--- config.mk ---
export PLATFORM = sky130hd
export DESIGN_NAME = quadrature_input_conditioner
export DESIGN_NICKNAME = d
export VERILOG_FILES = /design/src/rtl/encoder_pkg.sv /design/src/rtl/quad_glitch_filter.sv /design/src/rtl/quadrature_input_conditioner.sv
export SDC_FILE = /design/constraint.sdc
export NUM_CORES = 1
export LEC_CHECK = 0
export BUFFER_PORTS_ARGS = -buffer_cell sky130_fd_sc_hd__buf_4
export CAP_MARGIN = 10
export CORE_MARGIN = 8
export CORE_UTILIZATION = 55
export CTS_BUF_LIST = sky130_fd_sc_hd__clkbuf_4 sky130_fd_sc_hd__clkbuf_8
export DETAILED_ROUTE_END_ITERATION = 12
export PLACE_DENSITY = 0.85
export SETUP_SLACK_MARGIN = 0.2
export SLEW_MARGIN = 10
export SYNTH_ARGS = -nofsm -noshare
export SYNTH_HDL_FRONTEND = slang
export SYNTH_HIERARCHICAL = 1
export SYNTH_SLANG_ARGS = --single-unit
--- constraint.sdc ---
create_clock -name CLK -period 3.5 [get_ports CLK]
set_input_delay 0.35 -clock CLK [delete_from_list [all_inputs] [get_ports CLK]]
set_output_delay 0.35 -clock CLK [all_outputs]
set_load 0.01 [all_outputs]
--- src/rtl/encoder_pkg.sv ---
// Shared definitions for the quadrature front end: controller states and
// the clockwise Gray-order classification of a {prev, cur} channel pair.
package encoder_pkg;

    typedef enum logic [0:0] {
        INIT = 1'b0,
        RUN  = 1'b1
    } encState_t;

    typedef enum logic [1:0] {
        TR_NONE    = 2'd0,
        TR_NEXT    = 2'd1,
        TR_PREV    = 2'd2,
        TR_ILLEGAL = 2'd3
    } quadTrans_t;

    // Position of a {A,B} pair in the clockwise order 00 -> 10 -> 11 -> 01.
    function automatic logic [1:0] grayIndex(input logic [1:0] ab);
        logic [1:0] idx;
        case (ab)
            2'b00:   idx = 2'd0;
            2'b10:   idx = 2'd1;
            2'b11:   idx = 2'd2;
            2'b01:   idx = 2'd3;
            default: idx = 2'd0;
        endcase
        return idx;
    endfunction

    // Classifies a transition: one step forward in the Gray order is
    // clockwise, one step back is counter-clockwise, two steps means both
    // channels moved at once and the direction cannot be known.
    function automatic quadTrans_t classifyTransition(input logic [1:0] prevAb,
                                                      input logic [1:0] curAb);
        logic [1:0] delta;
        quadTrans_t tr;
        delta = grayIndex(curAb) - grayIndex(prevAb);
        case (delta)
            2'd0:    tr = TR_NONE;
            2'd1:    tr = TR_NEXT;
            2'd3:    tr = TR_PREV;
            default: tr = TR_ILLEGAL;
        endcase
        return tr;
    endfunction

endpackage

--- src/rtl/quad_glitch_filter.sv ---
// One encoder channel: multi-flop synchroniser followed by a persistence
// filter. The filtered level only follows the synchronised input after it
// has disagreed for FILT_CYCLES consecutive clocks.
module quad_glitch_filter #(
    parameter int SYNC_STAGES = 2,
    parameter int FILT_CYCLES = 16
) (
    input  logic CLK,
    input  logic RST_N,
    input  logic rawIn,
    output logic filtOut,
    output logic stable
);

    localparam int CNT_W = $clog2(FILT_CYCLES) + 1;
    localparam logic [CNT_W-1:0] CNT_LAST = CNT_W'(FILT_CYCLES - 1);
    localparam logic [CNT_W-1:0] CNT_MAX  = {CNT_W{1'b1}};

    logic [SYNC_STAGES-1:0] syncChain_r;
    logic                   synced_s;
    logic [CNT_W-1:0]       cnt_r;
    logic                   filt_r;

    assign synced_s = syncChain_r[SYNC_STAGES-1];
    assign filtOut  = filt_r;
    // The controller uses this to decide when start-up filtering has settled.
    assign stable   = (synced_s == filt_r);

    // Shift the raw level through the synchroniser; nothing else sees rawIn.
    always_ff @(posedge CLK or negedge RST_N) begin
        if (!RST_N) begin
            syncChain_r <= '0;
        end else begin
            syncChain_r <= {syncChain_r[SYNC_STAGES-2:0], rawIn};
        end
    end

    // Count consecutive disagreeing cycles; adopt the new level on the last one.
    always_ff @(posedge CLK or negedge RST_N) begin
        if (!RST_N) begin
            cnt_r  <= '0;
            filt_r <= 1'b0;
        end else if (synced_s == filt_r) begin
            cnt_r  <= '0;
        end else if (cnt_r >= CNT_LAST) begin
            filt_r <= synced_s;
            cnt_r  <= '0;
        end else if (cnt_r != CNT_MAX) begin
            cnt_r  <= cnt_r + CNT_W'(1);
        end else begin
            cnt_r  <= cnt_r;
        end
    end

endmodule

--- src/rtl/quadrature_input_conditioner.sv ---
// Encoder front end: filters both channels, waits for the filters to settle,
// then x4-decodes the clean levels into step/dir/pos and an error pulse.
module quadrature_input_conditioner
    import encoder_pkg::*;
#(
    parameter int SYNC_STAGES = 2,
    parameter int FILT_CYCLES = 16,
    parameter int POS_W       = 16
) (
    input  logic             CLK,
    input  logic             RST_N,
    input  logic             a_raw,
    input  logic             b_raw,
    input  logic             pos_clr,
    output logic             signalA,
    output logic             signalB,
    output logic             step,
    output logic             dir,
    output logic [POS_W-1:0] pos,
    output logic             err,
    output logic             ready
);

    localparam int CNT_W = $clog2(FILT_CYCLES) + 1;
    localparam logic [CNT_W-1:0] CNT_LAST = CNT_W'(FILT_CYCLES - 1);

    encState_t        state_r;
    logic [CNT_W-1:0] stableCnt_r;
    logic [1:0]       prevAb_r;
    logic [1:0]       curAb_s;
    logic             stableA_s;
    logic             stableB_s;
    quadTrans_t       trans_s;

    quad_glitch_filter #(
        .SYNC_STAGES(SYNC_STAGES),
        .FILT_CYCLES(FILT_CYCLES)
    ) filtA (
        .CLK    (CLK),
        .RST_N  (RST_N),
        .rawIn  (a_raw),
        .filtOut(signalA),
        .stable (stableA_s)
    );

    quad_glitch_filter #(
        .SYNC_STAGES(SYNC_STAGES),
        .FILT_CYCLES(FILT_CYCLES)
    ) filtB (
        .CLK    (CLK),
        .RST_N  (RST_N),
        .rawIn  (b_raw),
        .filtOut(signalB),
        .stable (stableB_s)
    );

    assign curAb_s = {signalA, signalB};

    // Classify the change between last cycle's filtered pair and this one.
    always_comb begin
        trans_s = TR_NONE;
        trans_s = classifyTransition(prevAb_r, curAb_s);
    end

    // Controller: settle in INIT, then decode steps and errors in RUN.
    always_ff @(posedge CLK or negedge RST_N) begin
        if (!RST_N) begin
            state_r     <= INIT;
            stableCnt_r <= '0;
            prevAb_r    <= 2'b00;
            step        <= 1'b0;
            dir         <= 1'b0;
            err         <= 1'b0;
            ready       <= 1'b0;
        end else begin
            step     <= 1'b0;
            err      <= 1'b0;
            prevAb_r <= curAb_s;
            case (state_r)
                INIT: begin
                    if (!(stableA_s && stableB_s)) begin
                        stableCnt_r <= '0;
                    end else if (stableCnt_r >= CNT_LAST) begin
                        stableCnt_r <= '0;
                        ready       <= 1'b1;
                        state_r     <= RUN;
                    end else begin
                        stableCnt_r <= stableCnt_r + CNT_W'(1);
                    end
                end
                RUN: begin
                    case (trans_s)
                        TR_NEXT: begin
                            step <= 1'b1;
                            dir  <= 1'b1;
                        end
                        TR_PREV: begin
                            step <= 1'b1;
                            dir  <= 1'b0;
                        end
                        TR_ILLEGAL: begin
                            err  <= 1'b1;
                        end
                        default: begin
                            step <= 1'b0;
                        end
                    endcase
                end
                default: begin
                    state_r <= INIT;
                end
            endcase
        end
    end

    // Position counter: wraps modulo 2^POS_W; a clear overrides a step.
    always_ff @(posedge CLK or negedge RST_N) begin
        if (!RST_N) begin
            pos <= '0;
        end else if (pos_clr) begin
            pos <= '0;
        end else if ((state_r == RUN) && (trans_s == TR_NEXT)) begin
            pos <= pos + POS_W'(1);
        end else if ((state_r == RUN) && (trans_s == TR_PREV)) begin
            pos <= pos - POS_W'(1);
        end else begin
            pos <= pos;
        end
    end

endmodule

After elaboration in Yosys (flattened, before gate mapping)
Cells that the tools add are included.
Cells by class
  add/sub/neg operators: 6
  multipliers: 0
  divide/modulo/power cells: 0
  $lt $le $gt $ge: 3
  eq/ne operators: 15
  shift operators: 0
  multiplexer cells: 22
  bitwise logic cells: 3
  reductions and logical operators: 15
Operators by type and width (number)
  $mux W16: 3
  $mux W5: 8
  $add A16 B1 Y16 const B: 1
  $pmux W2 S4: 2
  $sub A16 B1 Y16 const B: 1
  $add A5 B1 Y5 const B: 3
  $ge A5 B4 Y1 const B: 3
  $eq A2 B2 Y1 const B: 7
  $ne A5 B5 Y1 const B: 2
  $reduce_bool A3 Y1: 3
  $eq A2 B1 Y1 const B: 4
  $mux W1: 7
  $logic_not A2 Y1: 3
  $pmux W2 S3: 1
  $reduce_and A2 Y1: 3
  $logic_and A1 B1 Y1: 3
  $not A1 Y1: 3
  $reduce_and A3 Y1: 1
  $eq A1 B1 Y1: 2
  $pmux W1 S2: 1
  $reduce_bool A2 Y1: 1
  $reduce_or A2 Y1: 1
  $sub A2 B2 Y2: 1
Storage, ports and cells
  register bits after elaboration: 44
  latch bits: 0
  memory bits (writable): 0
  memory bits (read-only): 0
  bits of input ports: 5
  word-level logic and storage cells: 78
  memories: 0

Logic depth before layout (Yosys ltp)
  depth after elaboration: 10
  gate-level depth with buffers: 14
  mapped depth without buffers: 14

Modules after synthesis
The synthesis kept the hierarchy.
Modules (own cells, without submodules)
  quadrature_input_conditioner: times used 1, cells an instance 211, area an instance 1955.6 um^2
  quad_glitch_filter (filtA): times used 1, cells an instance 31, area an instance 369.1 um^2
  quad_glitch_filter (filtB): times used 1, cells an instance 31, area an instance 367.9 um^2

Worst setup path after synthesis
OpenSTA, ideal clock, no wires.
  kind: flip-flop to flip-flop
  from: reg filtA.filt_r, in the netlist filtA/filtOut
  to: reg pos[15]
  data arrival time: 3.643 ns
  required time: 3.375 ns
  path slack: -0.268 ns
  stages on the path, launching flop included: 15
  period minus slack after synthesis: 3.768 ns
  path through: dfrtp_1 > inv_1 > ha_1 > inv_1 > ha_1 > nand2b_1 > inv_1 > nand2_1 > ha_1 > o211ai_1 > nor3_1 > o311a_4 > a211oi_2 > mux2i_1 > mux2_2
Between the ends
  word-level cells in the longest chain between the ends: 9
RTL lines
  start: declaration: line quad_glitch_filter.sv:22  | logic filt_r;
  start signal: assignment: line quad_glitch_filter.sv:46  | filt_r <= synced_s;
  $eq A2 B1 Y1, or another cell as far along: line encoder_pkg.sv:20  | case (ab)
  $pmux W2 S4 *: line encoder_pkg.sv:20
  $sub A2 B2 Y2 *: line encoder_pkg.sv:37  | delta = grayIndex(curAb) - grayIndex(prevAb);
  $eq A2 B2 Y1, or another cell as far along: line encoder_pkg.sv:38  | case (delta)
  $pmux W2 S3 *: line encoder_pkg.sv:38
  $eq A2 B1 Y1: line quadrature_input_conditioner.sv:122  | end else if ((state_r == RUN) && (trans_s == TR_NEXT)) begin
  $logic_and A1 B1 Y1: line quadrature_input_conditioner.sv:122
  $mux W16: line quadrature_input_conditioner.sv:122
  $mux W16: line quadrature_input_conditioner.sv:120  | end else if (pos_clr) begin
  end signal: assignment: line quadrature_input_conditioner.sv:123  | pos <= pos + POS_W'(1);
  end signal: assignment: line quadrature_input_conditioner.sv:125  | pos <= pos - POS_W'(1);
  end signal: assignment: line quadrature_input_conditioner.sv:127  | pos <= pos;
  end: declaration: line quadrature_input_conditioner.sv:19  | output logic [POS_W-1:0] pos,
Every way passes the cells marked *; elsewhere a longest branch is shown, timed or not.
A chain may end at the register's enable or synchronous reset.

Worst setup path in the final report
  from: reg prevAb_r[0]
  to: reg pos[15]
Between the ends
  word-level cells in the longest chain between the ends: 9
RTL lines
  start: declaration: line quadrature_input_conditioner.sv:29  | logic [1:0] prevAb_r;
  start signal: assignment: line quadrature_input_conditioner.sv:78  | prevAb_r <= curAb_s;
  $eq A2 B1 Y1, or another cell as far along: line encoder_pkg.sv:20
  $pmux W2 S4 *: line encoder_pkg.sv:20
  $sub A2 B2 Y2 *: line encoder_pkg.sv:37
  $eq A2 B2 Y1, or another cell as far along: line encoder_pkg.sv:38
  $pmux W2 S3 *: line encoder_pkg.sv:38
  $eq A2 B1 Y1: line quadrature_input_conditioner.sv:122
  $logic_and A1 B1 Y1: line quadrature_input_conditioner.sv:122
  $mux W16: line quadrature_input_conditioner.sv:122
  $mux W16: line quadrature_input_conditioner.sv:120
Marks and branches as above.

==> metrics <==
Max VDD drop 0.2085 mV; pwr dens 260.9 nW/µm²; hold crit path type in -> async; Pre-antenna DRT Iters 4; CTS tree yes; final setup TNS 0 ns; Critical R2R Capture pos[15]$_DFFE_PN0P_; worst r2r path cells 14; Seq/Total Area, Yosys 0.4089; DP Wirelength 3.921 mm; largest net degree at the start of global routing 45; syn nets 311; Worst Setup End Kind flop; Top FF cell, synth dfrtp_1; outcome finished clean; CP Launch Type flop; cell internal pwr 0.0006796 W; FFs w/ async S/R, synth 1.000; maxcap violations 0; total congestion overflow 0; Fmax 301.4 MHz; num rows 25; Chip Height 85.97 µm; Gate Count Post-Synth 273; Combinational Power Share 0.047; CP arrival 3.49 ns; CP Class reg -> reg; Hold-fix buffers, CTS 0; die area 7391 µm²; routability cong. 0.8271; RSZ-0062 raised after global routing true; Worst Path Max Fanout 7; Max-slew headroom 0.6356; io pins 27; Reg-to-Reg Start prevAb_r[0]$_DFF_PN0_; Data required, critical path 3.68 ns; CTS max path bufs 2; first-pass GRT wire length 10.23 mm; synth warn 6; Fin. Hold Viols 0; Worst-path clk slew 0.09 ns; syn avg cell area 9.863 µm²; initial antenna violation count 0; initial drt markers 142; Mapped Area 2693 µm²; Via Count 2,259; CTS H-tree depth 2; Tot Pwr 0.0008900 W; P&R area growth vs syn 26.67%; ANT cells 0; PortBufs 26; Tcrit/Tclk final 0.9480; fill cell count 307; Starting Density 0.5701; Overall Global Routing Usage 0.1715; r2r setup slk 0.18 ns; clock tree sinks 44; Nets 359; Core Area 4723 µm²; Post-Layout Cell Count 389; DRC 0; sequential share of power 0.589; routed wire length 6.572 mm; Worst Tran Pin Value 0.5466 ns; antenna-violating nets left 0; Die W 85.97 µm; TritonCTS Buffers 5; Final min period 3.318 ns; Distinct cells, synth 44; placed insts 363; Psw 0.0002103 W; vias per cell 5.807; skew final 0.008707 ns; Clock Power Share 0.363; Sw Share 0.2363; hold slack final 0.03462 ns; vias in the first global route 2,232; CTS root buf clkbuf_8; Post-synth EDFFs 0; Final Slew Violations 0; Clock Latency Late Sink 0.29 ns; Yosys reg bits 44; Static Leak 1.681 nW; layout cells sized above 1 0.2919; DR WL/cell 16.89 µm; Setup-failing EPs final 0
-- cells by family after synthesis --
logic type,synth area share
AOI/OAI and AO/OA,0.1594
xor gates and xnor gates,0.05390
buffers and inverters,0.02927
and+or+nand+nor,0.1687
adders and majority gates,0.1561
muxes,0.02370
DFF,0.4089
-- routing by layer --
metal  up-vias  track usage  part of all wire
li1       1074            -                 -
met1      1088       0.2085              0.44
met2        80       0.2855              0.49
met3        17      0.03725             0.048
met4         0      0.07006             0.023
met5         -            0                 0
-- worst max-delay path: stages (launching register included) --
cell      delay (ns)
dfrtp_1         0.42
inv_1           0.08
ha_2            0.32
ha_2            0.27
nand2b_4        0.15
inv_4           0.08
nand2_8         0.08
buf_6           0.15
ha_4            0.26
o211ai_1        0.13
nor3_2          0.10
o311a_4         0.37
a211oi_2        0.22
mux2i_1         0.22
mux2_2          0.35
-- flip-flops by register name, summed over array words and instances, names as in the netlist --
name	count
stableCnt_r	5
filtA/cnt_r	5
filtA/filtOut	1
prevAb_r	2
dir	1
filtB/cnt_r	5
ready	1
step	1
err	1
filtA/syncChain_r	2
filtB/syncChain_r	2
pos	16
state_r	1
filtB/filtOut	1
-- synthesized netlist by cell type, types with 5 or more instances --
cell type	n	area share
dfrtp_1	44	0.41
ha_1	32	0.15
nand2_1	26	0.036
nor2_1	23	0.032
a21oi_1	19	0.035
inv_1	15	0.021
nand3_1	11	0.020
o21ai_0	11	0.020
xnor2_1	11	0.036
clkbuf_1	6	0.0084
and3_1	5	0.012
nand4_1	5	0.012
nor3_1	5	0.0093
o21bai_1	5	0.014
-- layout by cell type, fill, tap and decap left out, drive strengths merged, types with 2 or more instances in the layout --
cell	n
ha	32
a22o	3
nor2b	3
and3	8
clkbuf	6
o21bai	5
mux2	3
nand2	27
nor3	5
mux2i	3
o21a	2
xor2	3
nand4	5
xnor2	11
nand2b	3
buf	46
a31oi	2
a2111o	2
a21o	5
nand3	11
dfrtp	44
inv	15
nor2	23
a211oi	5
o21ai	11
or4	4
a21oi	19
-- per-stage QoR --
| step | cell area (µm²) | utilization | setup slack, ns |
|---|---|---|---|
| 2_1_floorplan | 2736 | - | 0.2059 |
| 3_3_place_gp | 3015 | 0.6384 | 0.2004 |
| 3_5_place_dp | 3015 | 0.6384 | 0.08238 |
| 4_1_cts | 3282 | 0.6948 | 0.2181 |
| 5_1_grt | 3411 | 0.7221 | 0.09074 |
| 6_report | 3411 | 0.7221 | 0.1822 |
-- worst max-delay path by stage --
stage	startpoint	to	slack, ns	cells after the start
after CTS	prevAb_r[0]$_DFF_PN0_	pos[15]$_DFFE_PN0P_	0.22	13
after floorplan	filtA/filtOut$_DFFE_PN0P_	pos[15]$_DFFE_PN0P_	0.21	14
final	prevAb_r[0]$_DFF_PN0_	pos[15]$_DFFE_PN0P_	0.18	14
after detailed placement	filtA/filtOut$_DFFE_PN0P_	pos[15]$_DFFE_PN0P_	0.08	14
after global routing	filtB/filtOut$_DFFE_PN0P_	pos[15]$_DFFE_PN0P_	0.09	15
after global placement	filtA/filtOut$_DFFE_PN0P_	pos[15]$_DFFE_PN0P_	0.20	14
-- power groups by stage --
stage / combinational (W) / clock (W) / sequential [W]
2_1_floorplan: 0.0000220 / 0 / 0.000533
3_3_place_gp: 0.0000395 / 0 / 0.000534
3_5_place_dp: 0.0000412 / 0 / 0.000535
4_1_cts: 0.0000421 / 0.000329 / 0.000525
5_1_grt: 0.0000482 / 0.000352 / 0.000526
6_report: 0.0000420 / 0.000323 / 0.000525
-- what timing repair did --
action | in CTS | in global routing
endpoints found under the setup margin | 1 | 7
gates cloned | 1 | 0
resized for setup | 15 | 18
pin swaps | 7 | 12
buffers inserted | 13 | 4
-- final cells by class --
class | instances | area [µm²] | area share
inverter | 15 | 61.31 | 0.01798
sequential | 44 | 1104 | 0.3236
clock buffer | 6 | 76.32 | 0.02238
clock inverter | 2 | 12.51 | 0.003668
timing repair buffer | 46 | 369.1 | 0.1082
multi-input combinational | 209 | 1704 | 0.4996
tap | 67 | 83.83 | 0.02458
No activity file was read; power rests on OpenSTA's default activity.
